File: config.mk
export PLATFORM = sky130hd
export DESIGN_NAME = uart_frame_loader_flat
export DESIGN_NICKNAME = d
export VERILOG_FILES = /design/src/rtl/uart_frame_loader_if.sv /design/src/rtl/uart_frame_loader.sv /design/src/flat_wrapper.sv
export SDC_FILE = /design/constraint.sdc
export NUM_CORES = 1
export LEC_CHECK = 0
export ABC_CLOCK_PERIOD_IN_PS = 2900
export BUFFER_PORTS_ARGS = -buffer_cell sky130_fd_sc_hd__buf_2
export CAP_MARGIN = 20
export CORE_UTILIZATION = 56
export DETAILED_ROUTE_END_ITERATION = 8
export PLACE_DENSITY = 0.88
export SLEW_MARGIN = 0
export SYNTH_ARGS = -nofsm -noshare
export SYNTH_HDL_FRONTEND = slang
export SYNTH_SLANG_ARGS = --single-unit
File: constraint.sdc
create_clock -name clk -period 2.9 [get_ports clk]
set_input_delay 0.58 -clock clk [delete_from_list [all_inputs] [get_ports clk]]
set_output_delay 0.58 -clock clk [all_outputs]
set_load 0.01 [all_outputs]
File: src/rtl/uart_frame_loader_if.sv
// Bundle of the loader's receive, clue-RAM, load-report and reply signals.
// master: the loader itself; slave: the surrounding uart_rx/RAM/solver/uart_tx side.
interface uart_frame_loader_if #(
  parameter int ADDR_WIDTH = 8
) ();
  logic                  rx_valid;
  logic [7:0]            rx_data;
  logic                  mem_we;
  logic [ADDR_WIDTH-1:0] mem_addr;
  logic [7:0]            mem_data;
  logic                  load_valid;
  logic [7:0]            rows;
  logic [7:0]            cols;
  logic [7:0]            clue_len;
  logic                  tx_valid;
  logic                  tx_ready;
  logic [7:0]            tx_data;
  logic [7:0]            err_count;

  modport master (
    input  rx_valid, rx_data, tx_ready,
    output mem_we, mem_addr, mem_data, load_valid, rows, cols, clue_len,
           tx_valid, tx_data, err_count
  );

  modport slave (
    output rx_valid, rx_data, tx_ready,
    input  mem_we, mem_addr, mem_data, load_valid, rows, cols, clue_len,
           tx_valid, tx_data, err_count
  );
endinterface

File: src/rtl/uart_frame_loader.sv
// Frame parser: SYNC, ROWS, COLS, LEN, LEN clue bytes, checksum.
// Streams clues into the clue RAM, reports good frames, replies ACK/NAK.
module uart_frame_loader #(
  parameter logic [7:0] SYNC_BYTE      = 8'hA5,
  parameter int         MAX_DIM        = 16,
  parameter int         ADDR_WIDTH     = 8,
  parameter int         TIMEOUT_CYCLES = 10_000_000,
  parameter logic [7:0] ACK_BYTE       = 8'h06,
  parameter logic [7:0] NAK_BYTE       = 8'h15
) (
  input  logic                clk,
  input  logic                rst_n,
  uart_frame_loader_if.master bus
);

  localparam int         TW        = (TIMEOUT_CYCLES > 1) ? $clog2(TIMEOUT_CYCLES + 1) : 1;
  localparam logic [7:0] MAX_DIM_B = 8'(MAX_DIM);

  typedef enum logic [2:0] {
    IDLE, GET_ROWS, GET_COLS, GET_LEN, PAYLOAD, CHECK, REPLY
  } state_t;

  state_t state_q, state_d;

  logic                  mem_we_q, mem_we_d;
  logic [ADDR_WIDTH-1:0] mem_addr_q, mem_addr_d;
  logic [7:0]            mem_data_q, mem_data_d;
  logic                  load_valid_q, load_valid_d;
  logic [7:0]            rows_q, rows_d, cols_q, cols_d, len_q, len_d;
  logic                  tx_valid_q, tx_valid_d;
  logic [7:0]            tx_data_q, tx_data_d;
  logic [7:0]            err_q, err_d;
  logic [7:0]            rows_sh_q, rows_sh_d, cols_sh_q, cols_sh_d, len_sh_q, len_sh_d;
  logic [7:0]            sum_q, sum_d;
  logic [7:0]            idx_q, idx_d;
  logic [TW-1:0]         tmo_q, tmo_d;

  logic rxv, in_frame, tmo_hit, hdr_ok, last_payload;
  logic [7:0] err_inc;

  assign rxv          = bus.rx_valid;
  assign in_frame     = (state_q != IDLE) && (state_q != REPLY);
  assign tmo_hit      = in_frame && !rxv && (tmo_q == TW'(TIMEOUT_CYCLES - 1));
  assign hdr_ok       = (rows_sh_q != 8'd0) && (rows_sh_q <= MAX_DIM_B) &&
                        (cols_sh_q != 8'd0) && (cols_sh_q <= MAX_DIM_B);
  assign last_payload = (idx_q == len_sh_q - 8'd1);
  assign err_inc      = (err_q == 8'hFF) ? err_q : err_q + 8'd1;

  // State register
  always_ff @(posedge clk) begin
    if (!rst_n) state_q <= IDLE;
    else        state_q <= state_d;
  end

  // Next-state: frame sequencing plus the inter-byte timeout escape
  always_comb begin
    state_d = state_q;
    if (tmo_hit) begin
      state_d = IDLE;
    end else begin
      case (state_q)
        IDLE:     if (rxv && bus.rx_data == SYNC_BYTE) state_d = GET_ROWS;
        GET_ROWS: if (rxv) state_d = GET_COLS;
        GET_COLS: if (rxv) state_d = GET_LEN;
        GET_LEN:  if (rxv) state_d = (bus.rx_data == 8'd0) ? CHECK : PAYLOAD;
        PAYLOAD:  if (rxv && last_payload) state_d = CHECK;
        CHECK:    if (rxv) state_d = REPLY;
        REPLY:    if (tx_valid_q && bus.tx_ready) state_d = IDLE;
        default:  state_d = IDLE;
      endcase
    end
  end

  // Output/datapath next values: shadows, checksum, RAM writes, reply, counters
  always_comb begin
    mem_we_d     = 1'b0;
    load_valid_d = 1'b0;
    mem_addr_d   = mem_addr_q;
    mem_data_d   = mem_data_q;
    rows_d       = rows_q;
    cols_d       = cols_q;
    len_d        = len_q;
    tx_valid_d   = tx_valid_q;
    tx_data_d    = tx_data_q;
    err_d        = err_q;
    rows_sh_d    = rows_sh_q;
    cols_sh_d    = cols_sh_q;
    len_sh_d     = len_sh_q;
    sum_d        = sum_q;
    idx_d        = idx_q;
    tmo_d        = (in_frame && !rxv && !tmo_hit) ? tmo_q + 1'b1 : '0;

    case (state_q)
      IDLE: if (rxv && bus.rx_data == SYNC_BYTE) begin
        sum_d = '0;
        idx_d = '0;
      end
      GET_ROWS: if (rxv) begin
        rows_sh_d = bus.rx_data;
        sum_d     = sum_q + bus.rx_data;
      end
      GET_COLS: if (rxv) begin
        cols_sh_d = bus.rx_data;
        sum_d     = sum_q + bus.rx_data;
      end
      GET_LEN: if (rxv) begin
        len_sh_d = bus.rx_data;
        sum_d    = sum_q + bus.rx_data;
        idx_d    = '0;
      end
      PAYLOAD: if (rxv) begin
        sum_d = sum_q + bus.rx_data;
        idx_d = idx_q + 8'd1;
        if (hdr_ok) begin
          mem_we_d   = 1'b1;
          mem_addr_d = ADDR_WIDTH'(idx_q);
          mem_data_d = bus.rx_data;
        end
      end
      CHECK: if (rxv) begin
        tx_valid_d = 1'b1;
        if (hdr_ok && bus.rx_data == sum_q) begin
          rows_d       = rows_sh_q;
          cols_d       = cols_sh_q;
          len_d        = len_sh_q;
          load_valid_d = 1'b1;
          tx_data_d    = ACK_BYTE;
        end else begin
          tx_data_d = NAK_BYTE;
          err_d     = err_inc;
        end
      end
      REPLY: if (tx_valid_q && bus.tx_ready) tx_valid_d = 1'b0;
      default: ;
    endcase

    if (tmo_hit) err_d = err_inc;
  end

  // Datapath registers
  always_ff @(posedge clk) begin
    if (!rst_n) begin
      mem_we_q     <= 1'b0;
      mem_addr_q   <= '0;
      mem_data_q   <= '0;
      load_valid_q <= 1'b0;
      rows_q       <= '0;
      cols_q       <= '0;
      len_q        <= '0;
      tx_valid_q   <= 1'b0;
      tx_data_q    <= '0;
      err_q        <= '0;
      rows_sh_q    <= '0;
      cols_sh_q    <= '0;
      len_sh_q     <= '0;
      sum_q        <= '0;
      idx_q        <= '0;
      tmo_q        <= '0;
    end else begin
      mem_we_q     <= mem_we_d;
      mem_addr_q   <= mem_addr_d;
      mem_data_q   <= mem_data_d;
      load_valid_q <= load_valid_d;
      rows_q       <= rows_d;
      cols_q       <= cols_d;
      len_q        <= len_d;
      tx_valid_q   <= tx_valid_d;
      tx_data_q    <= tx_data_d;
      err_q        <= err_d;
      rows_sh_q    <= rows_sh_d;
      cols_sh_q    <= cols_sh_d;
      len_sh_q     <= len_sh_d;
      sum_q        <= sum_d;
      idx_q        <= idx_d;
      tmo_q        <= tmo_d;
    end
  end

  assign bus.mem_we     = mem_we_q;
  assign bus.mem_addr   = mem_addr_q;
  assign bus.mem_data   = mem_data_q;
  assign bus.load_valid = load_valid_q;
  assign bus.rows       = rows_q;
  assign bus.cols       = cols_q;
  assign bus.clue_len   = len_q;
  assign bus.tx_valid   = tx_valid_q;
  assign bus.tx_data    = tx_data_q;
  assign bus.err_count  = err_q;

endmodule

File: src/flat_wrapper.sv
// flat-port wrapper written by rule: the top's interface ports become plain ports
module uart_frame_loader_flat 
#(
  parameter logic [7:0] SYNC_BYTE      = 8'hA5,
  parameter int         MAX_DIM        = 16,
  parameter int         ADDR_WIDTH     = 8,
  parameter int         TIMEOUT_CYCLES = 10_000_000,
  parameter logic [7:0] ACK_BYTE       = 8'h06,
  parameter logic [7:0] NAK_BYTE       = 8'h15
)
  (clk, rst_n, bus_rx_valid, bus_rx_data, bus_tx_ready, bus_mem_we, bus_mem_addr, bus_mem_data, bus_load_valid, bus_rows, bus_cols, bus_clue_len, bus_tx_valid, bus_tx_data, bus_err_count);
  uart_frame_loader_if #(.ADDR_WIDTH(ADDR_WIDTH)) bus_i ();
  input  logic clk;
  input  logic rst_n;
  input wire logic [$bits(bus_i.rx_valid)-1:0] bus_rx_valid;
  input wire logic [$bits(bus_i.rx_data)-1:0] bus_rx_data;
  input wire logic [$bits(bus_i.tx_ready)-1:0] bus_tx_ready;
  output wire logic [$bits(bus_i.mem_we)-1:0] bus_mem_we;
  output wire logic [$bits(bus_i.mem_addr)-1:0] bus_mem_addr;
  output wire logic [$bits(bus_i.mem_data)-1:0] bus_mem_data;
  output wire logic [$bits(bus_i.load_valid)-1:0] bus_load_valid;
  output wire logic [$bits(bus_i.rows)-1:0] bus_rows;
  output wire logic [$bits(bus_i.cols)-1:0] bus_cols;
  output wire logic [$bits(bus_i.clue_len)-1:0] bus_clue_len;
  output wire logic [$bits(bus_i.tx_valid)-1:0] bus_tx_valid;
  output wire logic [$bits(bus_i.tx_data)-1:0] bus_tx_data;
  output wire logic [$bits(bus_i.err_count)-1:0] bus_err_count;
  assign bus_i.rx_valid = bus_rx_valid;
  assign bus_i.rx_data = bus_rx_data;
  assign bus_i.tx_ready = bus_tx_ready;
  assign bus_mem_we = bus_i.mem_we;
  assign bus_mem_addr = bus_i.mem_addr;
  assign bus_mem_data = bus_i.mem_data;
  assign bus_load_valid = bus_i.load_valid;
  assign bus_rows = bus_i.rows;
  assign bus_cols = bus_i.cols;
  assign bus_clue_len = bus_i.clue_len;
  assign bus_tx_valid = bus_i.tx_valid;
  assign bus_tx_data = bus_i.tx_data;
  assign bus_err_count = bus_i.err_count;
  uart_frame_loader #(.SYNC_BYTE(SYNC_BYTE), .MAX_DIM(MAX_DIM), .ADDR_WIDTH(ADDR_WIDTH), .TIMEOUT_CYCLES(TIMEOUT_CYCLES), .ACK_BYTE(ACK_BYTE), .NAK_BYTE(NAK_BYTE)) u_core (.clk(clk), .rst_n(rst_n), .bus(bus_i));
endmodule
==> flow_summary.toml, run 1 <==
[run_status]
status = "finished, final reports clean"

[worst_setup_path]
critPathCaptureType = "flip-flop"
rr_startpoint = "u_core.cols_sh_q[3]"
cp_data_arrival_time_ps = 2940
critical_path.startpoint_type = "flip-flop"
worst-path-max-fanout = 14
worstSetupPathType = "flip-flop to flip-flop"
timing.critical_path.cells = "nor4_1 > xor2_1 > or4_1 > nor2_4 > buf_4 > mux2i_1 > nor2_1"
crit_path_start = "u_core.cols_sh_q[3]"
cpPeakStageDelay_ps = 670
critPathSlowestCell = "sky130_fd_sc_hd__or4_1"
critPathRequiredTime_ps = 3280

[grt]
gr-total-overflow = 0
grt_start_max_net_pins = 33
first_global_vias = 4640
grt_util_all_layers_pct = 27.9
antenna_violations_before_repair = 0
first_pass_grt_wire_length_um = 22100

[floorplan]
fp.coreArea_sq_mm = 0.00933
row_count = 35
die-width_um = 101
floorplan.io_pins = 71
initial_core_utilization_pct = 58.3
die_h_um = 101
die-area_sq_mm = 0.0101

[pwr]
p_int_w = 0.00332
cellPowerDensity_mw_per_mm2 = 700
total_leakage_power_nw = 2.66
power.clock.fraction_pct = 49.0
p_switching_w = 0.00123
comb_power_share_pct = 11.9
post-layout-total-power_w = 0.00455
power.switching_fraction_pct = 27.1
vdd_ir_drop_max_uv = 392
power.share.sequential_pct = 39.1

[timing]
setup-violations-final = 0
min_period_ps = 2560
grt_setup_unrepaired = "no"
final-hold-violation-count = 0
timing.max_slew.rel_slack_pct = 62.3
setup_slack_ps = 340
min_period_over_period_pct = 88.3
fmax_mhz = 391
fin_tns_setup_ps = 0
final.setup_skew_ps = 13.9
worst_pin_slew_ps = 562
report.final.slew_viol_count = 0

[detailed_routing]
wirelength_um = 13300
routed-via-count = 4737
first_iter_violations = 297
antenna_left = 0
routed_via_density = 5.82
drt-pass1-iter-count = 5
avgRoutedWirePerCell_um = 16.3
drt_drc_violations_left = 0

[logic_synthesis]
post_synth_num_cell_types = 59
yosys_most_used_dff = "sky130_fd_sc_hd__dfxtp_1"
syn_area_sq_mm = 0.00544
ys.warnings.count = 0
synth_cells = 604
synth-seq-area-share_pct = 44.6
syn_avg_cell_area_sq_um = 9.00
share_of_synthesized_flip_flops_with_an_asynchronous_set_or_reset_pct = 0
synth-edff-count = 0
yosys_reg_bits = 121

[placement]
post-place-cells = 782
detailed_place_hpwl_um = 8810
buffer_ports.inserted = 66
placement.setup.worst_slack_ps = 105
place.gp.congestion = 0.882

[cts]
htreeDepth = 4
cts_post_setup_buffers_inserted = 0
clk_path_buf_depth = 2
clkTransAtPathRegs_ps = 60
numCtsBuffers = 17
clock_tree_root = "sky130_fd_sc_hd__clkbuf_8"
clkLatencyLatePin_ps = 520
cts_hold_repair.buffers = 0
cts_tree = "done"
clock-sinks = 121
postCtsResizedCells = 0

[layout]
finish.cell_count_without_fillers = 814
number_of_nets_at_the_end_of_the_flow = 696
drive_gt1_share_pct = 18.0
utilization_pct = 69.7
area_added_between_synthesis_and_finish_pct = 19.6
antenna_cells_inserted = 0
layout_common_cells = "sky130_fd_sc_hd__dfxtp_1 (121), sky130_fd_sc_hd__nor2_1 (104), sky130_fd_sc_hd__buf_2 (66)"
mostFrequentLayoutCell = "sky130_fd_sc_hd__dfxtp_1"

[worst_hold_path]
hold_path.startpoint = "bus_rx_data[6]"
hp-class = "primary input to flip-flop"

[job]
max-cap-violations = 0
[cells by family after synthesis]
| family | Yosys count | synth area share (%) |
|---|---|---|
| xor+xnor | 47 | 7.57 |
| mux | 54 | 9.94 |
| other cells | 1 | 0.0690 |
| buf+inv | 41 | 3.73 |
| simple gates | 268 | 23.7 |
| compound gates | 60 | 7.55 |
| flops | 121 | 44.6 |
| fa+ha+maj | 12 | 2.90 |
[stage by stage]
step           hold WS (ps)  instance area [sq um]
2_1_floorplan           413                   5450
3_3_place_gp            424                   5870
3_5_place_dp            436                   5870
4_1_cts                 393                   6500
5_1_grt                 401                   6500
6_report                407                   6500
[state kept, by name, indices dropped and copies added (netlist names)]
signal	cells
u_core.bus.cols	8
u_core.cols_sh_q	8
u_core.bus.err_count	8
u_core.bus.mem_addr	8
u_core.idx_q	8
u_core.bus.load_valid	1
u_core.len_sh_q	8
u_core.bus.rows	8
u_core.bus.clue_len	8
u_core.tmo_q	24
u_core.bus.tx_data	3
u_core.bus.tx_valid	1
u_core.bus.mem_data	8
u_core.bus.mem_we	1
u_core.sum_q	8
u_core.rows_sh_q	8
u_core.state_q	3
[critical path: cells and delay by family (launching register included)]
kind / cells / cell delay (ps)
buf+inv: 1 / 240
flops: 1 / 330
simple gates: 4 / 1430
mux: 1 / 260
xor+xnor: 1 / 170
[metal layers]
metal  global-route usage (%)  vias up  routed length, um
met5                        0        -                  0
met4                     11.7        0                244
met3                     6.17       31                874
met2                     48.7      203               6710
met1                     33.1     2286               5480
li1                         -     2217                  -
[power by group through the flow]
stage / clock network [W] / registers [W] / logic [W]
after CTS: 0.00224 / 0.00178 / 0.000532
final: 0.00223 / 0.00178 / 0.000541
after floorplan: 0 / 0.00177 / 0.000438
after detailed placement: 0 / 0.00181 / 0.000517
after global placement: 0 / 0.00181 / 0.000498
after global routing: 0.00233 / 0.00178 / 0.000587
[cells in the mapped netlist, types with 3 or more instances]
master                     count  area (sq um)
sky130_fd_sc_hd__and2_1        5          31.3
sky130_fd_sc_hd__xnor2_1      17           149
sky130_fd_sc_hd__dfxtp_1     121          2420
sky130_fd_sc_hd__buf_4        11          82.6
sky130_fd_sc_hd__mux2i_1      54           541
sky130_fd_sc_hd__ha_1         11           138
sky130_fd_sc_hd__nand3_1      29           145
sky130_fd_sc_hd__clkbuf_1     15          56.3
sky130_fd_sc_hd__buf_2         6          30.0
sky130_fd_sc_hd__nand4_1      16           100
sky130_fd_sc_hd__a21oi_1      26           130
sky130_fd_sc_hd__xor2_1       30           263
sky130_fd_sc_hd__nand2_1      51           191
sky130_fd_sc_hd__nor3b_1       8          60.1
sky130_fd_sc_hd__nor4_1        6          37.5
sky130_fd_sc_hd__nand2b_1      5          31.3
sky130_fd_sc_hd__nor2b_1       6          37.5
sky130_fd_sc_hd__nor3_1       10          50.1
sky130_fd_sc_hd__o21ai_0       7          35.0
sky130_fd_sc_hd__or4_1         5          37.5
sky130_fd_sc_hd__and3_1        7          43.8
sky130_fd_sc_hd__inv_1         8          30.0
sky130_fd_sc_hd__and4_1        3          26.3
sky130_fd_sc_hd__nor2_1      104           390
sky130_fd_sc_hd__or3_1         4          25.0
[cell type report]
cell class              count  area, sq um
fillers                   680         2820
multi-input cells         445         2820
flip-flops and latches    121         2420
repair buffers             78          433
clock buffers              17          414
clock inverters            15          216
well taps                 129          161
inverters                   9         33.8
[worst paths after layout]
| path | to | slack, ps | cells after the start |
|---|---|---|---|
| worst min register to register | u_core.tmo_q[0] | 440 | 1 |
| worst max register to register | u_core.bus.cols[1] | 340 | 7 |
| worst max-delay path | u_core.bus.cols[1] | 340 | 7 |
| worst min-delay path | u_core.len_sh_q[6] | 410 | 3 |
No activity file was read; power rests on OpenSTA's default activity.
==> run 2: changes to the inputs <==
PLACE_DENSITY = default   (was 0.88)
PLACE_DENSITY_LB_ADDON = 0.12   (was default)
==> run 2 against run 1 <==
Effect of this change:
- sequential power about the same
- highest routed layer unchanged
- largest cell class unchanged
- clock-buffer cell count increased by 2
- largest power group unchanged
- cell count decreased by 0.12%
- routed wire length decreased by 8.3%
- setup slack improved by 170 ps
- register-to-register slack improved by 170 ps
- non-clock buffer count decreased by 1
==> flow_summary.toml, run 2 (same netlist as run 1, synthesis figures left out) <==
[run_status]
status = "finished, final reports clean"

[placement]
dpl_cell_area_sq_mm = 0.00587
buffer_ports.inserted = 66
detailed_place_hpwl_um = 8180
place.gp.congestion = 0.917

[layout]
utilization_pct = 69.2
antenna_cells_inserted = 0
largest_register_ff_count = 24
drive_gt1_share_pct = 17.8
layout_common_cells = "sky130_fd_sc_hd__dfxtp_1 (121), sky130_fd_sc_hd__nor2_1 (104), sky130_fd_sc_hd__buf_2 (66)"
stdcell_area_sq_mm = 0.00645
mostFrequentLayoutCell = "sky130_fd_sc_hd__dfxtp_1"
num-fill-cells = 796
number_of_nets_at_the_end_of_the_flow = 695
largest-register = "u_core.tmo_q"
area_added_between_synthesis_and_finish_pct = 18.7

[worst_setup_path]
critPathCaptureType = "flip-flop"
critPathRequiredTime_ps = 3360
rr_startpoint = "u_core.tmo_q[8]"
ff2ff_setup_slack_ps = 510
critical_path.startpoint_type = "flip-flop"
endpoint = "u_core.bus.err_count[7]"
crit_path_start = "u_core.tmo_q[8]"
worst_r2r_endpoint = "u_core.bus.err_count[7]"
critPathSlowestCell = "sky130_fd_sc_hd__nor4_1"
worstSetupPathType = "flip-flop to flip-flop"
worst-path-max-fanout = 12
cp_data_arrival_time_ps = 2850
timing.critical_path.cells = "nor4b_1 > nand3_1 > nor4_1 > a22oi_1 > buf_4 > or4_1 > nand2_1"
cpPeakStageDelay_ps = 540
worst_r2r_path_depth = 7

[detailed_routing]
avgRoutedWirePerCell_um = 15.0
routed_via_density = 5.51
antenna_left = 0
wirelength_um = 12200
first_iter_violations = 205
drt-pass1-iter-count = 4
drt_drc_violations_left = 0
routed-via-count = 4482

[floorplan]
die_h_um = 101
floorplan.io_pins = 71
row_count = 35
fp.coreArea_sq_mm = 0.00933
die-width_um = 101
initial_core_utilization_pct = 58.3
die-area_sq_mm = 0.0101

[timing]
min_period_ps = 2390
min_period_over_period_pct = 82.4
setup-violations-final = 0
fin_worst_hold_slack_ps = 382
worst_pin_slew_ps = 568
final-hold-violation-count = 0
final.setup_skew_ps = 8.53
report.final.slew_viol_count = 0
grt_setup_unrepaired = "no"
fin_tns_setup_ps = 0
timing.max_slew.rel_slack_pct = 61.8
fmax_mhz = 419

[cts]
numCtsBuffers = 17
cts_post_setup_buffers_inserted = 0
postCtsResizedCells = 0
clk_path_buf_depth = 2
clkTransAtPathRegs_ps = 60
clock_tree_root = "sky130_fd_sc_hd__clkbuf_8"
clock-sinks = 121
clkLatencyLatePin_ps = 510
htreeDepth = 4
cts_hold_repair.buffers = 0
cts_tree = "done"

[pwr]
cellPowerDensity_mw_per_mm2 = 679
post-layout-total-power_w = 0.00438
vdd_ir_drop_max_uv = 490
total_leakage_power_nw = 2.62

[job]
max-cap-violations = 0

[grt]
gr-total-overflow = 0
first_global_vias = 4317
grt_util_all_layers_pct = 26.1
grt_start_max_net_pins = 56
first_pass_grt_wire_length_um = 20600
antenna_violations_before_repair = 0

[worst_hold_path]
hp-class = "primary input to flip-flop"
==> run 2: cell count changes in the layout (fill, tap and decap cells not counted) <==
cell / delta
sky130_fd_sc_hd__inv_6: -1
sky130_fd_sc_hd__buf_4: -1
sky130_fd_sc_hd__clkinvlp_4: +3
sky130_fd_sc_hd__bufinv_16: -2
sky130_fd_sc_hd__clkinv_4: -1
sky130_fd_sc_hd__clkbuf_8: +2
sky130_fd_sc_hd__clkinv_2: +1
sky130_fd_sc_hd__inv_8: -2
==> run 2: critical path, delay by kind of cell, from the launching register on <==
family | cells | cell delay [ps]
and+or+nand+nor | 5 | 1590
AOI/OAI and AO/OA | 1 | 160
buffers and inverters | 1 | 210
DFF | 1 | 380
==> run 2: cell type report <==
cell class / count / area (sq um) / share of cell area (%)
flip-flops and latches: 121 / 2420 / 37.5
clock inverters: 13 / 144 / 2.23
clock buffers: 19 / 442 / 6.85
repair buffers: 77 / 425 / 6.59
inverters: 9 / 33.8 / 0.524
well taps: 129 / 161 / 2.50
multi-input cells: 445 / 2820 / 43.8
==> run 2: metrics by stage <==
stage / setup slack (ps) / std cells
finish: 511 / 813
global route: 357 / 813
CTS: 495 / 813
detailed placement: 166 / 781
global placement: 223 / 781
floorplan: 350 / 607
==> run 2: layer usage <==
layer | track usage (%) | wire length [um] | vias to the layer above
met5 | 0 | 0 | -
met4 | 10.7 | 155 | 0
met3 | 5.34 | 514 | 13
met2 | 43.2 | 5930 | 96
met1 | 33.3 | 5600 | 2152
li1 | - | - | 2221
==> run 2: worst min path at each step <==
stage	from	to	slack, ps	cells past startpoint
final	bus_rx_data[6]	u_core.len_sh_q[6]	380	3
after global routing	bus_rx_data[6]	u_core.len_sh_q[6]	380	3
after CTS	bus_rx_data[6]	u_core.len_sh_q[6]	370	3
after detailed placement	u_core.tmo_q[0]	u_core.tmo_q[0]	430	1
after global placement	u_core.tmo_q[0]	u_core.tmo_q[0]	420	1
after floorplan	u_core.tmo_q[0]	u_core.tmo_q[0]	410	1
==> run 2: power by group <==
| part | internal, W | leakage (nW) | total, W | switching, W |
|---|---|---|---|---|
| clock network | 0.00127 | 0.277 | 0.00206 | 0.000785 |
| registers | 0.00171 | 0.975 | 0.00178 | 0.0000690 |
| logic | 0.000201 | 1.37 | 0.000547 | 0.000346 |
==> run 3: changes to the inputs <==
ABC_AREA = 1   (was default)
ABC_CLOCK_PERIOD_IN_PS = 2300   (was 2900)
clock period = 2.3 ns   (was 2.9 ns; I/O delays follow)
==> run 3 against run 2 <==
Effect of this change:
- critical path depth up 1
- sequential share of layout area is 3.1 points lower
- die area increased by 10%
- fmax up 23%
- utilization decreased by 1.3 points
- register-to-register slack worse by 160 ps
- sequential power up 31%
==> flow_summary.toml, run 3 <==
[layout]
num-fill-cells = 895
layout_common_cells = "sky130_fd_sc_hd__nand2_1 (204), sky130_fd_sc_hd__dfxtp_1 (121), sky130_fd_sc_hd__nor2_1 (101)"
area_added_between_synthesis_and_finish_pct = 17.3
antenna_cells_inserted = 0
largest-register = "u_core.tmo_q"
number_of_nets_at_the_end_of_the_flow = 925
largest_register_ff_count = 24
drive_gt1_share_pct = 18.3
mostFrequentLayoutCell = "sky130_fd_sc_hd__nand2_1"

[logic_synthesis]
yosys_most_used_dff = "sky130_fd_sc_hd__dfxtp_1"
ranking_of_synthesized_cells_by_area = "sky130_fd_sc_hd__dfxtp_1 (40%), sky130_fd_sc_hd__nand2_1 (13%), sky130_fd_sc_hd__nor2_1 (6.3%)"
post_synth_num_cell_types = 46
synth_cells = 826
synth-seq-area-share_pct = 40.4
syn_area_sq_mm = 0.00600
synthTopCellsByCount = "sky130_fd_sc_hd__nand2_1 (204), sky130_fd_sc_hd__dfxtp_1 (121), sky130_fd_sc_hd__nor2_1 (101)"
synth_most_common_cell = "sky130_fd_sc_hd__nand2_1"
syn_avg_cell_area_sq_um = 7.26
share_of_synthesized_flip_flops_with_an_asynchronous_set_or_reset_pct = 0
synth-edff-count = 0
yosysTopAreaCell = "sky130_fd_sc_hd__dfxtp_1"
yosys_reg_bits = 121
ys.warnings.count = 0
synth_largest_type_area_fraction_pct = 40.4

[grt]
first_global_vias = 5292
antenna_violations_before_repair = 0
grt_util_all_layers_pct = 27.5
gr-total-overflow = 0
first_pass_grt_wire_length_um = 24300
grt_start_max_net_pins = 27

[timing]
grt_setup_unrepaired = "no"
final-hold-violation-count = 0
fmax_mhz = 514
min_period_ps = 1950
min_period_over_period_pct = 84.6
report.final.slew_viol_count = 0
final.setup_skew_ps = 7.67
setup-violations-final = 0
fin_tns_setup_ps = 0
setup_slack_ps = 354

[detailed_routing]
first_iter_violations = 303
antenna_left = 0
avgRoutedWirePerCell_um = 13.7
drt_drc_violations_left = 0
routed_via_density = 5.31
routed-via-count = 5576
drt-pass1-iter-count = 6
wirelength_um = 14300

[floorplan]
die_h_um = 105
row_count = 37
die-area_sq_mm = 0.0111
die-width_um = 105
floorplan.io_pins = 71
initial_core_utilization_pct = 57.8
fp.coreArea_sq_mm = 0.0104

[cts]
postCtsResizedCells = 0
cts_hold_repair.buffers = 0
cts_tree = "done"
cts_post_setup_buffers_inserted = 0
numCtsBuffers = 17
clk_path_buf_depth = 2
clkLatencyLatePin_ps = 530
clkTransAtPathRegs_ps = 60
clock-sinks = 121
clock_tree_root = "sky130_fd_sc_hd__clkbuf_8"
htreeDepth = 4

[worst_setup_path]
worst-path-max-fanout = 19
crit_path_start = "u_core.sum_q[2]"
ff2ff_setup_slack_ps = 350
worstSetupPathType = "flip-flop to flip-flop"
critPathRequiredTime_ps = 2770
rr_startpoint = "u_core.sum_q[2]"
critical_path.startpoint_type = "flip-flop"
worst_r2r_path_depth = 8
critPathCaptureType = "flip-flop"
worst_r2r_endpoint = "u_core.bus.rows[4]"
cp_data_arrival_time_ps = 2410

[pwr]
cellPowerDensity_mw_per_mm2 = 870
vdd_ir_drop_max_uv = 598
total_leakage_power_nw = 3.06

[placement]
place.gp.congestion = 0.875
detailed_place_hpwl_um = 10500
placement.setup.worst_slack_ps = 72.5
buffer_ports.inserted = 66

[worst_hold_path]
hold-path-endpoint = "u_core.bus.tx_valid"
hold_path.startpoint = "bus_tx_ready"
hp-class = "primary input to flip-flop"
timing.hold.worst_path_depth = 4

[run_status]
status = "finished, final reports clean"

[job]
max-cap-violations = 0
[run 3: changes by cell type in the layout (fill, tap and decap cells not counted), sizes merged, moves of 10 or more]
cell,before,now
nand2,51,210
inv,11,86
nand3,29,43
nor3,10,21
mux2i,54,0
xor2,30,10
o21ai,8,38
nor2,105,115
a21oi,27,72
nand4,16,36
[run 3: cell type report]
class	count	area (sq um)	share of cell area, %
clock buffer	23	447	6.35
clock inverter	9	123	1.74
inverter	86	325	4.62
multi-input combinational	594	3090	44.0
sequential	121	2420	34.4
tap	136	170	2.42
timing repair buffer	81	455	6.47
[run 3: metal layers]
metal  wire [um]  track usage (%)  vias up
met5           0                0        -
met2        7180             48.2      121
li1            -                -     2827
met1        6350             31.7     2601
met4         338             11.3        0
met3         485             7.54       27
[run 3: worst max-delay path by stage]
stage / to / slack [ps] / cells past startpoint
floorplan: u_core.bus.clue_len[6] / 360 / 10
global placement: u_core.bus.rows[2] / 120 / 9
detailed placement: u_core.bus.cols[2] / 70 / 9
CTS: u_core.bus.cols[2] / 340 / 8
global route: u_core.sum_q[6] / 150 / 13
finish: u_core.bus.rows[4] / 350 / 8
[run 3: through the flow]
| step | utilization (%) | total power [W] | hold WS (ps) | std cells | instance area, sq um |
|---|---|---|---|---|---|
| 3_3_place_gp | 62.4 | 0.00353 | 410 | 1018 | 6470 |
| 3_5_place_dp | 62.4 | 0.00357 | 414 | 1018 | 6470 |
| 4_1_cts | 67.8 | 0.00616 | 219 | 1050 | 7040 |
| 2_1_floorplan | - | 0.00330 | 426 | 829 | 6010 |
| 5_1_grt | 67.8 | 0.00644 | 253 | 1050 | 7040 |
| 6_report | 67.8 | 0.00612 | 249 | 1050 | 7040 |
[run 3: cell families after synthesis]
| group | share of synthesized area [%] |
|---|---|
| adders and majority gates | 2.63 |
| xor gates and xnor gates | 3.30 |
| and+or+nand+nor | 35.2 |
| AOI/OAI and AO/OA | 10.2 |
| buffers and inverters | 8.24 |
| DFF | 40.4 |
| other | 0.0625 |
[run 3: worst max-delay path: stages (launching register included)]
cell                      delay, ps
sky130_fd_sc_hd__dfxtp_1        310
sky130_fd_sc_hd__ha_1           330
sky130_fd_sc_hd__nor3_1         200
sky130_fd_sc_hd__nand4_1        120
sky130_fd_sc_hd__nor2_2         310
sky130_fd_sc_hd__nand3_4        160
sky130_fd_sc_hd__nor2_8         270
sky130_fd_sc_hd__nand2_1        110
sky130_fd_sc_hd__nand2_1         80
[run 3: where the power goes]
| group | internal (W) | switching (W) |
|---|---|---|
| Clock | 0.00167 | 0.000907 |
| Sequential | 0.00222 | 0.000111 |
| Combinational | 0.000403 | 0.000810 |
| Total | 0.00429 | 0.00183 |
